## config.mk

```make
export PLATFORM = sky130hd
export DESIGN_NAME = ram128x18_fifo_ctrl
export DESIGN_NICKNAME = d
export VERILOG_FILES = /design/src/rtl/ram128x18_fifo_ctrl.sv
export SDC_FILE = /design/constraint.sdc
export NUM_CORES = 1
export LEC_CHECK = 0
export BUFFER_PORTS_ARGS = -buffer_cell sky130_fd_sc_hd__buf_2
export CAP_MARGIN = 20
export CORE_UTILIZATION = 44
export CTS_CLUSTER_SIZE = 20
export DETAILED_ROUTE_END_ITERATION = 6
export PLACE_DENSITY = 0.83
export SETUP_SLACK_MARGIN = 0.4
export SLEW_MARGIN = 20
export SYNTH_ARGS = -nofsm -noshare
export SYNTH_HDL_FRONTEND = slang
export SYNTH_SLANG_ARGS = --single-unit
```

## constraint.sdc

```tcl
create_clock -name i_clk -period 2.8 [get_ports i_clk]
set_input_delay 0.42 -clock i_clk [delete_from_list [all_inputs] [get_ports i_clk]]
set_output_delay 0.42 -clock i_clk [all_outputs]
set_load 0.03 [all_outputs]
```

## src/rtl/ram128x18_fifo_ctrl.sv

```systemverilog
// FIFO controller driving the 128x18 RAM macro write and read ports.
// Push/pop handshake, occupancy flags, sticky overflow/underflow errors.
module ram128x18_fifo_ctrl #(
   parameter int WORDSIZE = 18,
   parameter int ADDRBITS = 7,
   parameter int AF_LEVEL = 120,
   parameter int AE_LEVEL = 8
) (
   input  logic                i_clk,
   input  logic                i_rst,
   input  logic                i_flush,
   input  logic                i_push,
   input  logic [WORDSIZE-1:0] i_push_data,
   input  logic                i_pop,
   output logic [WORDSIZE-1:0] o_pop_data,
   output logic                o_pop_valid,
   output logic                o_full,
   output logic                o_empty,
   output logic                o_almost_full,
   output logic                o_almost_empty,
   output logic [ADDRBITS:0]   o_count,
   output logic                o_overflow,
   output logic                o_underflow,
   input  logic                i_clr_err,
   output logic [ADDRBITS-1:0] o_ram_wa,
   output logic [WORDSIZE-1:0] o_ram_wd,
   output logic                o_ram_we,
   output logic [ADDRBITS-1:0] o_ram_ra,
   output logic                o_ram_re,
   output logic                o_ram_asyncrd,
   input  logic [WORDSIZE-1:0] i_ram_rd
);

   localparam int DEPTH = 2 ** ADDRBITS;
   localparam logic [ADDRBITS:0] C_DEPTH = (ADDRBITS + 1)'(DEPTH);
   localparam logic [ADDRBITS:0] C_AF    = (ADDRBITS + 1)'(AF_LEVEL);
   localparam logic [ADDRBITS:0] C_AE    = (ADDRBITS + 1)'(AE_LEVEL);

   logic [ADDRBITS-1:0] r_wptr;
   logic [ADDRBITS-1:0] r_rptr;
   logic [ADDRBITS:0]   r_count;
   logic                r_pop_valid;
   logic                r_af;
   logic                r_ae;
   logic                r_ovf;
   logic                r_udf;

   logic                w_full;
   logic                w_empty;
   logic                w_wr_ok;
   logic                w_rd_ok;
   logic                w_ovf_set;
   logic                w_udf_set;
   logic [ADDRBITS:0]   w_count_nxt;

   // Full/empty come only from the registered count.
   assign w_full    = (r_count == C_DEPTH);
   assign w_empty   = (r_count == '0);

   // A push into a full FIFO is dropped even if a pop frees a slot,
   // so the macro never sees a same-address write and read.
   assign w_wr_ok   = i_push & ~w_full  & ~i_flush;
   assign w_rd_ok   = i_pop  & ~w_empty & ~i_flush;
   assign w_ovf_set = i_push & w_full   & ~i_flush;
   assign w_udf_set = i_pop  & w_empty  & ~i_flush;

   // Next occupancy: flush clears, simultaneous push+pop cancels.
   always_comb begin
      w_count_nxt = r_count;
      if (i_flush) begin
         w_count_nxt = '0;
      end else if (w_wr_ok && !w_rd_ok) begin
         w_count_nxt = r_count + 1'b1;
      end else if (w_rd_ok && !w_wr_ok) begin
         w_count_nxt = r_count - 1'b1;
      end
   end

   // Pointers and count; pointers wrap naturally at 2**ADDRBITS.
   always_ff @(posedge i_clk or posedge i_rst) begin
      if (i_rst) begin
         r_wptr  <= '0;
         r_rptr  <= '0;
         r_count <= '0;
      end else begin
         r_count <= w_count_nxt;
         if (i_flush) begin
            r_wptr <= '0;
            r_rptr <= '0;
         end else begin
            if (w_wr_ok) r_wptr <= r_wptr + 1'b1;
            if (w_rd_ok) r_rptr <= r_rptr + 1'b1;
         end
      end
   end

   // Occupancy flags track the count on the same edge.
   always_ff @(posedge i_clk or posedge i_rst) begin
      if (i_rst) begin
         r_af <= 1'b0;
         r_ae <= 1'b1;
      end else begin
         r_af <= (w_count_nxt >= C_AF);
         r_ae <= (w_count_nxt <= C_AE);
      end
   end

   // Read strobe aligned with the macro's registered read address.
   always_ff @(posedge i_clk or posedge i_rst) begin
      if (i_rst) begin
         r_pop_valid <= 1'b0;
      end else begin
         r_pop_valid <= w_rd_ok;
      end
   end

   // Sticky errors; a new error outranks a same-cycle clear.
   always_ff @(posedge i_clk or posedge i_rst) begin
      if (i_rst) begin
         r_ovf <= 1'b0;
         r_udf <= 1'b0;
      end else begin
         r_ovf <= w_ovf_set | (r_ovf & ~i_clr_err);
         r_udf <= w_udf_set | (r_udf & ~i_clr_err);
      end
   end

   assign o_ram_we       = w_wr_ok;
   assign o_ram_wa       = r_wptr;
   assign o_ram_wd       = i_push_data;
   assign o_ram_re       = w_rd_ok;
   assign o_ram_ra       = r_rptr;
   assign o_ram_asyncrd  = 1'b0;

   assign o_pop_data     = i_ram_rd;
   assign o_pop_valid    = r_pop_valid;
   assign o_full         = w_full;
   assign o_empty        = w_empty;
   assign o_almost_full  = r_af;
   assign o_almost_empty = r_ae;
   assign o_count        = r_count;
   assign o_overflow     = r_ovf;
   assign o_underflow    = r_udf;

endmodule

```

==> results by group, run 1 <==
Logic synthesis
  • Most frequent cells after synthesis: buf_4, dfrtp_1, nor2_1, nand2_1, inv_1
  • Synthesized cell area: 1934 um2
  • Area leader, netlist: dfrtp_1
  • Syn Inst Count: 217
  • Yosys warns: 0
  • Synth Register Bits: 27
  • Post-synth top area share: 33.64%
  • Top FF cell, synth: dfrtp_1
  • Asr flop ratio synth: 100.0%
  • Post-synth EDFFs: 0
  • Area contributors post-synth: dfrtp_1, buf_4, nor2_1, ha_1, xnor2_1
  • Post-synth cell types: 51
  • Syn Area/Cell: 8.914 um2
  • Most common cell in the synthesized netlist: buf_4
  • Sequential area share after synthesis: 34.99%
  • Mapped Nets: 264

Clock tree
  • Post-CTS Hold Buffers: 0
  • Root Buffer: clkbuf_8
  • Clock latency at the later pin of the worst-skew pair: 0.27 ns
  • Bufs on Longest Clock Path: 2
  • CTS tree: built
  • CTS Buf Count: 3
  • H-tree levels: 1
  • Clock transition at the registers of the reported paths: 0.10 ns
  • CTS Sinks: 27

Timing
  • Final Hold Viols: 0
  • Setup ws final: 0.4446 ns
  • Achievable Freq: 0.4246 GHz
  • Slew @ Worst Pin: 0.6095 ns
  • Skew final: 0.004725 ns
  • Rel. slew slack: 59.28%
  • Total negative slack: 0 ns
  • Unrepaired setup endpoints after global routing: true
  • Fin crit period: 2.355 ns
  • Slew Limit Fails: 0
  • Tcrit/Tclk final: 84.12%
  • Finish-stage setup viols: 0

Finish
  • Filler cell count: 399
  • Antenna diodes: 0
  • Area grow syn2layout: 1.940%
  • Area of the multi-input gates: 925.9 um2
  • Storage cell area: 679.4 um2
  • Final non-filler cell total: 265
  • Final core utilization: 47.92%
  • Fin nets: 263
  • Layout cells sized above 1: 30.70%

Place
  • Placement Setup Slack: 0.3282 ns
  • DP HPWL: 3.143 mm
  • Placed Instances: 258
  • Placer Congestion: 0.9898
  • Number of buffers added on ports: 36

GRT
  • Largest net degree at the start of global routing: 28
  • Overall Global Routing Usage: 20.00%
  • Initial antenna violation count: 0
  • Grt ovf: 0
  • Vias in the first global route: 1371
  • First-pass GRT wire length: 6.906 mm

Floorplan
  • Starting density of the core: 47.01%
  • Site row count: 23
  • Num ports: 110
  • Die area: 4666 um2
  • Die width: 68.31 um
  • Core Region: 4115 um2
  • Die Y: 68.31 um

Critical path
  • CP startpoint kind: flip-flop
  • Data required time of the worst path: 2.99 ns
  • Critical Path Source: o_count[0]
  • WP data arrival: 2.55 ns
  • FF-to-FF Start: o_count[0]
  • CP endpoint kind: flip-flop
  • CP Class: reg2reg
  • CP Max Fanout: 7

Routing
  • Drt first-iter violations: 130
  • DRC Markers: 0
  • Final WL: 4.500 mm
  • Drt first pass iters: 4
  • Via count: 1529
  • Avg Vias per Cell: 5.770
  • WL per Instance: 16.98 um
  • Final ANT Viol Nets: 0

Power
  • Overall Power: 0.001857 W
  • Worst vdd ir: 0.0004099 V
  • Pleak: 0.9215 nW
  • Pwr Density: 941.9 nW/um2

Job
  • Max-cap viol count: 0

Min path
  • Class of the worst hold path: in2async

Status
  • Status: complete, no violations
## routing by layer
layer	track usage [%]	vias up	share of wire, %
met5	0	-	0
met4	5.208	0	0.84
met3	6.167	8	9.3
met2	32.23	84	48
met1	25.71	731	41
li1	-	706	-
## report_power, final
group	switching [W]	leakage [nW]	internal, W	total, W
Sequential	0.000114	0.362	0.000469	0.000583
Combinational	0.000669	0.534	0.000382	0.00105
Clock	0.000125	0.0255	0.0000998	0.000224
## stage by stage
stage / cell area [um2] / hold WS, ns
3_3_place_gp: 1883 / 0.4898
6_report: 1972 / 0.1927
3_5_place_dp: 1883 / 0.5077
4_1_cts: 1942 / 0.2044
2_1_floorplan: 1968 / 0.4718
5_1_grt: 1972 / 0.2289
## registers in the layout, indices dropped and copies added (netlist names)
name            flops
o_overflow          1
o_almost_full       1
o_ram_ra            7
o_count             8
o_almost_empty      1
o_underflow         1
o_pop_valid         1
o_ram_wa            7
## cells by family after synthesis
family | after synthesis | share of synthesized area, %
buffers and inverters | 57 | 18.82
AOI/OAI and AO/OA | 33 | 12.03
DFF | 27 | 34.99
and+or+nand+nor | 77 | 21.73
muxes | 4 | 2.717
adders and majority gates | 5 | 3.234
xor gates and xnor gates | 13 | 6.274
other | 1 | 0.1939
## layout by cell type (no fill, tap or decap), types with 3 or more instances in the layout
cell type / synthesis / routed
nor3_1: 4 / 4
nor4_1: 5 / 5
ha_1: 5 / 4
nor2_1: 23 / 22
xor2_1: 6 / 6
nand3_1: 5 / 5
nor3b_1: 3 / 3
buf_4: 37 / 5
or3_1: 5 / 4
nand2b_1: 4 / 4
mux2i_1: 3 / 3
buf_2: 3 / 36
inv_1: 10 / 8
nand4_1: 5 / 5
a21oi_1: 8 / 8
dfrtp_1: 26 / 24
clkbuf_8: 0 / 3
xnor2_1: 6 / 6
o21ai_0: 6 / 6
nand2_1: 12 / 12
## critical path, stage by stage, from the launching register on
cell and delay (ns):
dfrtp_2 0.44, inv_2 0.10, ha_4 0.14, or3b_4 0.43
o31a_1 0.36, o221ai_2 0.19, xnor2_1 0.21, a311oi_1 0.17
nor4b_2 0.24
## final timing paths
| check | cells past startpoint | slack, ns | to |
|---|---|---|---|
| max in group asynchronous | 3 | 2.30 | o_almost_empty |
| min in group i_clk | 2 | 0.33 | o_overflow |
| hold / removal | 3 | 0.19 | o_ram_ra[1] |
| setup / recovery | 8 | 0.44 | o_almost_empty |
| setup reg to reg | 8 | 0.44 | o_almost_empty |
| hold reg to reg | 2 | 0.54 | o_overflow |
## timing repair
item | in CTS | in global routing
endpoints found under the setup margin | 4 | 5
setup buffers | 1 | 2
resized for setup | 3 | 4
gates cloned | 0 | 0
pin swaps | 0 | 2
## layout make-up
class                   count  share of cell area, %
well taps                  50                  3.173
repair buffers             41                  11.04
multi-input cells         133                  46.95
clock inverters             1                 0.2538
clock buffers               3                  2.094
inverters                  10                  2.030
flip-flops and latches     27                  34.45
Note: power is estimated with default switching activity, not from simulation.
==> run 2: changes to the inputs <==
--- a/config.mk
+++ b/config.mk
@@ -7,10 +7,10 @@
 export LEC_CHECK = 0
 export BUFFER_PORTS_ARGS = -buffer_cell sky130_fd_sc_hd__buf_2
 export CAP_MARGIN = 20
-export CORE_UTILIZATION = 44
+export CORE_UTILIZATION = 40
 export CTS_CLUSTER_SIZE = 20
 export DETAILED_ROUTE_END_ITERATION = 6
-export PLACE_DENSITY = 0.83
+export PLACE_DENSITY = 0.8
 export SETUP_SLACK_MARGIN = 0.4
 export SLEW_MARGIN = 20
 export SYNTH_ARGS = -nofsm -noshare
==> constraint.sdc (replaced) <==
create_clock -name i_clk -period 2.08 [get_ports i_clk]
set_input_delay 0.312 -clock i_clk [delete_from_list [all_inputs] [get_ports i_clk]]
set_output_delay 0.312 -clock i_clk [all_outputs]
set_load 0.03 [all_outputs]
==> run 2 against run 1 <==
The run now ends with negative setup slack left. Utilization grew 11 points. Final cell count rose by 19%. Clock skew is 0.0026 ns higher. Largest cell class unchanged. Clock power up 40%. Worst setup slack got worse by 0.60 ns. Highest routed layer unchanged. First-iteration DRC count fell by 19%. Register-to-register slack got worse by 0.60 ns. Combinational power up 140%. Critical endpoint unchanged. Wire length increased by 21%. Final area grew 34%.
==> results by group, run 2 (synthesized netlist as in run 1, its figures left out) <==
Floorplan
  • Die width: 71.54 um
  • Die Y: 71.54 um
  • Starting density of the core: 42.94%
  • Core Region: 4504 um2
  • Site row count: 24
  • Num ports: 110
  • Die area: 5118 um2

Power
  • Pwr Density: 1361 nW/um2
  • Pleak: 1.235 nW
  • Worst vdd ir: 0.0008071 V
  • Overall Power: 0.003590 W

Finish
  • Layout cells sized above 1: 56.27%
  • Final non-filler cell total: 315
  • Fin area: 2639 um2
  • Largest register FFs: 8
  • Area grow syn2layout: 36.42%
  • Antenna diodes: 0
  • Filler cell count: 354
  • Highest-count cells in the layout ignoring fill and taps: buf_4, buf_2, dfrtp_1, buf_6, nor2_1
  • Fin nets: 311
  • Most common cell after layout, fill and taps aside: buf_4

GRT
  • First-pass GRT wire length: 8.045 mm
  • Initial antenna violation count: 0
  • Grt ovf: 0
  • Largest net degree at the start of global routing: 29
  • Overall Global Routing Usage: 20.29%
  • Vias in the first global route: 1671

Place
  • Post-place instance area: 2151 um2
  • Placed Instances: 291
  • Placement Setup Slack: -0.3066 ns
  • Number of buffers added on ports: 36
  • DP HPWL: 3.347 mm
  • Placer Congestion: 0.8926

Clock tree
  • Bufs on Longest Clock Path: 2
  • Clock latency at the later pin of the worst-skew pair: 0.28 ns
  • CTS Sinks: 27
  • Clock transition at the registers of the reported paths: 0.10 ns
  • Post-CTS Hold Buffers: 0
  • H-tree levels: 1
  • Root Buffer: clkbuf_8
  • CTS Buf Count: 3
  • CTS tree: built

Timing
  • Total negative slack: -0.6465 ns
  • Skew final: 0.007316 ns
  • Unrepaired setup endpoints after global routing: true
  • Finish-stage setup viols: 9
  • Setup ws final: -0.1603 ns
  • Slew Limit Fails: 0
  • Achievable Freq: 0.4464 GHz
  • Rel. slew slack: 50.66%
  • Fin crit period: 2.240 ns
  • Tcrit/Tclk final: 107.7%
  • Final Hold Viols: 0
  • Slew @ Worst Pin: 0.7393 ns

Critical path
  • CP startpoint kind: flip-flop
  • WP data arrival: 2.44 ns
  • FF-to-FF setup slack: -0.16 ns
  • R2r endpoint: o_almost_empty
  • Reg2reg path depth: 8
  • CP Class: reg2reg
  • Data required time of the worst path: 2.28 ns
  • CP Max Fanout: 8
  • FF-to-FF Start: o_count[0]
  • CP endpoint kind: flip-flop

Routing
  • Avg Vias per Cell: 5.578
  • DRC Markers: 0
  • Drt first pass iters: 4
  • WL per Instance: 17.24 um
  • Drt first-iter violations: 105
  • Final WL: 5.432 mm
  • Via count: 1757
  • Final ANT Viol Nets: 0

Status
  • Status: finished, violations left
  • Violated checks: negative setup slack

Job
  • Max-cap viol count: 0

Min path
  • Class of the worst hold path: in2async
run 2: cell types whose count changed in the layout (fill, tap and decap cells not counted), moves of 3 or more:
| cell | before | now |
|---|---|---|
| nand2_1 | 12 | 8 |
| buf_6 | 0 | 21 |
| buf_4 | 5 | 36 |
| xnor2_1 | 6 | 1 |
| nand2_4 | 0 | 3 |
| nor4_1 | 5 | 2 |
| xnor2_2 | 0 | 5 |
| a21oi_1 | 8 | 5 |
| o21ai_0 | 6 | 3 |
| buf_2 | 36 | 32 |
| a21oi_2 | 1 | 4 |
| nor2_2 | 0 | 3 |
| nor2_1 | 22 | 17 |
run 2: layer usage:
metal | global-route usage (%) | share of wire [%] | wire (um)
met3 | 3.516 | 6.8 | 372
met1 | 24.64 | 39 | 2141
met5 | 0 | 0 | 0
met4 | 9.368 | 2.1 | 115
met2 | 35.24 | 52 | 2802
run 2: worst max path at each step:
stage | end | cells past startpoint | slack (ns) | start
2_1_floorplan | o_almost_full | 11 | -0.34 | o_count[1]
3_3_place_gp | o_almost_empty | 10 | -0.20 | o_count[0]
3_5_place_dp | o_almost_empty | 10 | -0.31 | o_count[0]
4_1_cts | o_almost_empty | 8 | -0.08 | o_count[0]
5_1_grt | o_almost_full | 9 | -0.23 | o_count[1]
6_report | o_almost_empty | 8 | -0.16 | o_count[0]
run 2: critical path: stages (launching register included):
cell,delay [ns]
dfrtp_2,0.42
inv_2,0.08
ha_4,0.14
or3b_4,0.43
or2_4,0.34
nor2_1,0.16
a211oi_2,0.05
a31o_2,0.26
nor4b_2,0.27
run 2: power by group:
part           internal (W)  switching [W]
clock network      0.000137       0.000176
registers          0.000633      0.0000818
logic               0.00122        0.00134
total               0.00199        0.00160
run 2: layout make-up:
type,instances,area (um2),area share [%]
Multi-Input combinational cell,133,1132,42.91
Sequential cell,27,680.7,25.79
Timing Repair Buffer,89,666.9,25.27
Tap cell,52,65.06,2.466
Inverter,10,45.04,1.707
Clock buffer,3,41.29,1.565
Clock inverter,1,7.507,0.2845
run 2: what timing repair did:
item / in CTS / in global routing
cloned: 0 / 0
buffers inserted: 15 / 5
gates resized for setup: 50 / 20
pin swaps: 22 / 16
endpoints found under the setup margin: 26 / 28
run 2: through the flow:
| step | hold WS [ns] | util, % |
|---|---|---|
| final | 0.1380 | 58.58 |
| after global routing | 0.2101 | 58.58 |
| after CTS | 0.1654 | 55.72 |
| after detailed placement | 0.4773 | 47.75 |
| after global placement | 0.4633 | 47.75 |
| after floorplan | 0.3638 | - |
